==> src/rtl/register_bank_pkg.sv <==
// ============================================================================
// Module  : register_bank_pkg
// Brief   : Shared defaults and slot-index helper for the register bank.
// Rev     : 1.0  initial release
// ============================================================================
`default_nettype none

package register_bank_pkg;

  localparam int REGBANK_WIDTH_DEF = 4;
  localparam int REGBANK_NREG_DEF  = 2;

  // LSB position of slot idx inside the flat REG_Q vector.
  function automatic int reg_lsb(input int idx, input int width);
    return idx * width;
  endfunction

endpackage

`default_nettype wire

==> src/rtl/register_bank_counter_slice.sv <==
// ============================================================================
// Module  : counter_slice
// Brief   : One WIDTH-bit 74HC161-style counter: sync load, count enable, RCO.
// Rev     : 1.0  initial release
// ============================================================================
`default_nettype none

module counter_slice
  import register_bank_pkg::*;
#(
  parameter int WIDTH = REGBANK_WIDTH_DEF
) (
  input  logic             CLK,
  input  logic             RST,
  input  logic             nLOAD,
  input  logic             CNT_EN,
  input  logic [WIDTH-1:0] DATAIN,
  output logic [WIDTH-1:0] Q,
  output logic             CO
);

  logic [WIDTH-1:0] cnt_q;
  logic [WIDTH-1:0] cnt_d;

  // Load outranks count, so a simultaneous load never increments.
  always_comb begin
    cnt_d = cnt_q;
    if (!nLOAD) begin
      cnt_d = DATAIN;
    end else if (CNT_EN) begin
      cnt_d = cnt_q + WIDTH'(1);
    end
  end

  always_ff @(posedge CLK) begin
    if (RST) begin
      cnt_q <= '0;
    end else begin
      cnt_q <= cnt_d;
    end
  end

  assign Q  = cnt_q;
  assign CO = (&cnt_q) & CNT_EN;

endmodule

`default_nettype wire

==> src/rtl/register_bank.sv <==
// ============================================================================
// Module  : register_bank
// Brief   : NREG loadable counters with shared store/load buses, per-slot
//           carry and a sticky bus-contention flag.
//           Build option REGISTER_BANK_TRISTATE_EN: LOADDATA floats to 'z'
//           when no output enable is active (otherwise it reads 0).
// Rev     : 1.0  initial release
// ============================================================================
`default_nettype none

module register_bank
  import register_bank_pkg::*;
#(
  parameter int WIDTH = REGBANK_WIDTH_DEF,
  parameter int NREG  = REGBANK_NREG_DEF
) (
  input  logic                  CLK,
  input  logic                  RST,
  input  logic [NREG-1:0]       nST,
  input  logic [NREG-1:0]       CNT_EN,
  input  logic [NREG-1:0]       nOUT,
  input  logic [WIDTH-1:0]      STOREDATA,
  output logic [WIDTH-1:0]      LOADDATA,
  output logic [NREG-1:0]       CO,
  output logic                  BUS_CONFLICT,
  output logic [NREG*WIDTH-1:0] REG_Q
);

  logic [WIDTH-1:0] slice_q [NREG];
  logic [WIDTH-1:0] mux_data;
  logic [NREG-1:0]  oe;
  logic             any_oe;
  logic             multi_oe;
  logic             conflict_q;
  logic             conflict_d;

  generate
    for (genvar i = 0; i < NREG; i++) begin : g_slice
      localparam int LSB = reg_lsb(i, WIDTH);

      counter_slice #(
        .WIDTH (WIDTH)
      ) u_slice (
        .CLK    (CLK),
        .RST    (RST),
        .nLOAD  (nST[i]),
        .CNT_EN (CNT_EN[i]),
        .DATAIN (STOREDATA),
        .Q      (slice_q[i]),
        .CO     (CO[i])
      );

      assign REG_Q[LSB +: WIDTH] = slice_q[i];
    end
  endgenerate

  assign oe     = ~nOUT;
  assign any_oe = |oe;
  // Clearing the lowest set bit leaves something only if two or more are set.
  assign multi_oe = |(oe & (oe - NREG'(1)));

  // Scan high to low so the lowest-index enabled slot wins on contention.
  always_comb begin
    mux_data = '0;
    for (int i = NREG - 1; i >= 0; i--) begin
      if (oe[i]) begin
        mux_data = slice_q[i];
      end
    end
  end

`ifdef REGISTER_BANK_TRISTATE_EN
  assign LOADDATA = any_oe ? mux_data : {WIDTH{1'bz}};
`else
  assign LOADDATA = any_oe ? mux_data : '0;
`endif

  always_comb begin
    conflict_d = conflict_q | multi_oe;
  end

  always_ff @(posedge CLK) begin
    if (RST) begin
      conflict_q <= 1'b0;
    end else begin
      conflict_q <= conflict_d;
    end
  end

  assign BUS_CONFLICT = conflict_q;

endmodule

`default_nettype wire

==> config.mk <==
export PLATFORM = sky130hd
export DESIGN_NAME = register_bank
export DESIGN_NICKNAME = d
export VERILOG_FILES = /design/src/rtl/register_bank_pkg.sv /design/src/rtl/register_bank_counter_slice.sv /design/src/rtl/register_bank.sv
export SDC_FILE = /design/constraint.sdc
export NUM_CORES = 1
export LEC_CHECK = 0
export ABC_AREA = 0
export CAP_MARGIN = 5
export CORE_MARGIN = 1
export CORE_UTILIZATION = 33
export CTS_CLUSTER_DIAMETER = 40
export CTS_CLUSTER_SIZE = 30
export DETAILED_ROUTE_END_ITERATION = 10
export PLACE_DENSITY = 0.69
export SYNTH_ARGS = -nofsm -noshare
export SYNTH_HDL_FRONTEND = slang
export SYNTH_SLANG_ARGS = --single-unit
==> constraint.sdc <==
create_clock -name CLK -period 1.1 [get_ports CLK]
set_input_delay 0.275 -clock CLK [delete_from_list [all_inputs] [get_ports CLK]]
set_output_delay 0.275 -clock CLK [all_outputs]
set_load 0.005 [all_outputs]
### Yosys cells after proc, flatten, opt, wreduce, memory -nomap -nowiden

Index checks and enable logic that the tools add are counted.
W data, S select, Z words.

| word-level totals | value |
|---|---|
| register bits after elaboration | 9 |
| input port bits | 12 |
| output and inout bits | 15 |
| word-level logic and storage cells | 24 |

| operators by class | value |
|---|---|
| $add $sub $neg | 3 |
| equality and inequality tests | 2 |
| muxes and demuxes | 7 |
| bitwise gates (word level) | 5 |
| reduce and logical (&&, ||, !) cells | 4 |

Operators with widths:

| kind | count |
|---|---|
| $mux W4 | 7 |
| $add A4 B1 Y4 const B | 2 |
| $reduce_and A4 Y1 | 2 |
| $ne A2 B1 Y1 const B | 2 |
| $reduce_or A2 Y1 | 2 |
| $and A1 B1 Y1 | 2 |
| $and A2 B2 Y2 | 1 |
| $not A2 Y2 | 1 |
| $sub A2 B1 Y2 const B | 1 |
| $or A1 B1 Y1 | 1 |

### Longest topological paths before layout

| depth | value |
|---|---|
| depth in word-level cells | 5 |
| gate-level depth with buffers | 4 |
| gate-level depth less buffers | 4 |

### Cells and area by module

Synthesis repeated with hierarchy kept, for this count alone.

| second synthesis, totals | value |
|---|---|
| cell total of the unflattened synthesis | 55 |
| area total of the unflattened synthesis | 500.5 um2 |

By module, submodules not included:

| module | times used | cells each | area an instance (um2) | sequential area each (um2) |
|---|---|---|---|---|
| counter_slice | 2 | 22 | 201.4 | 80.1 |
| register_bank | 1 | 11 | 97.6 | 20.0 |

### Worst setup path before layout

OpenSTA, ideal clock, no wires.

| timing | value |
|---|---|
| path kind | flip-flop to output port |
| start point | register g_slice[0].u_slice.cnt_q[0] |
| end point | output CO[0] |
| arrival time | 863 ps |
| data required time | 825 ps |
| slack | -38 ps |
| stages on the path, launching flop included | 5 |
| buffers on the path | 1 |
| cells stage by stage | dfxtp_1 > ha_1 > nand2_1 > nor3_1 > buf_4 |

| between the ends | value |
|---|---|
| word-level cells in the longest chain between the ends | 2 |

RTL lines:

| what | line | text |
|---|---|---|
| from (decl) | register_bank_counter_slice.sv:22 | `logic [WIDTH-1:0] cnt_q;` |
| from (signal assigned) | register_bank_counter_slice.sv:39 | `cnt_q <= cnt_d;` |
| $reduce_and A4 Y1 | register_bank_counter_slice.sv:44 | `assign CO = (&cnt_q) & CNT_EN;` |
| $and A1 B1 Y1 | register_bank_counter_slice.sv:44 |  |
| to (decl) | register_bank.sv:24 | `output logic [NREG-1:0] CO,` |

Every way passes these cells.

### Worst setup path after layout

| timing | value |
|---|---|
| start point | register g_slice[0].u_slice.cnt_q[0] |
| end point | output LOADDATA[0] |

| between the ends | value |
|---|---|
| word-level cells in the longest chain between the ends | 2 |

RTL lines:

| what | line | text |
|---|---|---|
| $mux W4 | register_bank.sv:66 | `if (oe[i]) begin` |
| $mux W4 | register_bank.sv:75 | `assign LOADDATA = any_oe ? mux_data : '0;` |
| to (decl) | register_bank.sv:23 | `output logic [WIDTH-1:0] LOADDATA,` |

Every way passes these cells.

==> metrics.txt <==
outcome finished, violations left; failing checks negative setup slack; total die area 1680 um^2; Slew headroom 75.4%; Clock Skews 0.00124 ns; Placer Congestion 0.704; Post-Synthesis Net Count 77; total iterations of the first detailed-routing run 5; Clk Latency, worst-skew pair 0.25 ns; first-pass GRT wire length 2.17 mm; hold path depth 2; max_cap viols 0; setup TNS -1.31 ns; chip height 41.0 um; Reg2Reg Depth 6; Pwr Total 0.995 mW; Seq/Total Area, Yosys 35.8%; Hold Crit Class flip-flop to flip-flop; Area contributors post-synth dfxtp_1, a211oi_1, nor2_1; largest net degree at the start of global routing 10; I/O pin count 27; dpl cells 114; Post-DRT Antenna Nets 0; synthesis-stage register bit count 9; Area after DPL 873 um^2; ANT cells 0; Layout Cell Area excl Fill 1030 um^2; vias in the first global route 491; WL/cell 14.2 um; clock root buffer clkbuf_4; # port buffers 26; core area 1370 um^2; hold slack final 0.454 ns; top-count cell post-synth nor2_1; top cells by count, synth nor2_1, dfxtp_1, a211oi_1, nand2_1; endpoints failing setup 11; Final Non-Filler Cells 121; CTS tree built; Worst IR Drop VDD 0.000913 V; Final Hold Viols 0; drt first-iter violations 8; Clock transition at path regs 0.07 ns; total CTS buffers 3; H-Tree Depth 1; RSZ-0062 raised after global routing yes; Synth Instances 63; vias 608; synthesized area per cell 7.98 um^2; Crit Path Max Fanout 4; Ys Warns 0; Total GRT Usage 20.5%; post-synth top area cell dfxtp_1; crit-path cells buf_6 > inv_2 > o22ai_2 > buf_2; total gr overflow 0; total power divided by cell area 966 nW/um^2; max layer used met4; Worst Setup EP LOADDATA[0]; Cell Area, Synth 503 um^2; clock tree buffer depth 2; initial antenna violation count 0; Sink Count 9; Area Growth Syn to Fin 105%; Leakage 0.473 nW; layout cells sized above 1 58.5%; fin crit share 120%; Synth top area share 35.8%; vias per cell 5.02; crit end category output pin; async set-reset flop share out of synthesis 0%; Worst EP required 0.82 ns; Initial Utilization 36.8%; worst reg2reg startpoint g_slice[0].u_slice.Q[1]; Crit path largest cell delay 0.36 ns; Horiz. Die Dim 41.0 um; Hold Path Origin BUS_CONFLICT; worst slew pin tran 0.368 ns; num rows 13; Total Wirelength 1.72 mm; CP arrival 1.04 ns; critical path depth 4; Setup Slack @ Placement -0.826 ns; Post-DP HPWL 1.04 mm; kind of critical path flip-flop to output pin; reg2reg end g_slice[0].u_slice.Q[3]; Slowest-stage cell, CP dfxtp_2; Top FF cell, synth dfxtp_1; worst setup margin -0.215 ns; CP bufs+invs 3; DRC 0; Synth cell types 16; number of fillers in the final layout 97; worst setup path start g_slice[0].u_slice.Q[0]; kind of cell adding the most delay to the critical path flip-flops; nets 121; min Tclk post-route 1.31 ns; wire length on met3 101 um; R2R setup slack -0.12 ns; post-layout util 75.4%; M1 wire length 703 um; Met2 Wirelength 895 um; Final Slew Violations 0; Post-synth EDFFs 0; Fmax 761 MHz; startpoint types flip-flop
[power by group]
group          switching (mW)  internal [mW]
Sequential             0.0268          0.355
Combinational           0.140          0.211
Clock                   0.122          0.140
Total                   0.289          0.706
[layer usage]
layer | GRT usage [%] | up-vias
met2 | 34.8 | 22
met4 | 5.00 | 0
li1 | - | 303
met1 | 24.5 | 281
met3 | 6.52 | 2
met5 | 0 | -
[cells in the final DEF (no fill, tap or decap)]
master           instances
a211oi_1                 5
a211oi_2                 3
buf_2                    6
buf_4                    6
buf_6                   19
clkbuf_1                 1
clkbuf_2                 3
clkbuf_4                 3
clkdlybuf4s15_2          1
clkdlybuf4s50_1          5
dfxtp_2                  6
dfxtp_4                  3
dlygate4sd2_1            3
dlymetal6s2s_1           2
ha_4                     2
inv_1                    1
inv_2                    3
mux2i_1                  2
nand2_1                  5
nand2_4                  2
nand4_1                  2
nor2_1                  11
nor2_2                   1
nor3_2                   1
o22ai_1                  2
o22ai_2                  2
xnor2_1                  3
xnor2_2                  1
xor2_1                   2
[final cells by class]
cell class	instances	area, um^2	area share, %
timing repair buffer	45	417	40.5
multi-input combinational	44	354	34.4
tap	15	18.8	1.82
clock buffer	4	26.3	2.55
inverter	4	15.0	1.46
sequential	9	199	19.3
[state kept, by name (all words and copies together) (netlist names)]
name / flops
g_slice.u_slice.Q: 8
BUS_CONFLICT: 1
[worst register-to-register path, delay by kind of cell (launching register included)]
family	cells	cell delay [ns]
DFF	1	0.36
buffers and inverters	3	0.29
AOI/OAI and AO/OA	1	0.21
xor gates and xnor gates	1	0.16
and+or+nand+nor	1	0.11
[worst min path at each step]
stage	slack (ns)	to
after floorplan	0.44	g_slice[0].u_slice.Q[1]
after global placement	0.46	BUS_CONFLICT
after detailed placement	0.46	BUS_CONFLICT
after CTS	0.47	BUS_CONFLICT
after global routing	0.46	g_slice[0].u_slice.Q[0]
final	0.45	BUS_CONFLICT
[logic make-up after synthesis]
| logic type | share of synthesized area [%] |
|---|---|
| muxes | 3.98 |
| DFF | 35.8 |
| and+or+nand+nor | 17.7 |
| AOI/OAI and AO/OA | 17.9 |
| xor gates and xnor gates | 10.4 |
| adders and majority gates | 4.97 |
| buffers and inverters | 9.20 |
[timing repair]
| item | 4_1_cts | 5_1_grt |
|---|---|---|
| hold buffers | 0 | 0 |
| endpoints found under the setup margin | 18 | 21 |
| buffers inserted | 4 | 1 |
| pin swaps | 10 | 7 |
| resized for setup | 84 | 27 |
Note: power is estimated with default switching activity, not from simulation.
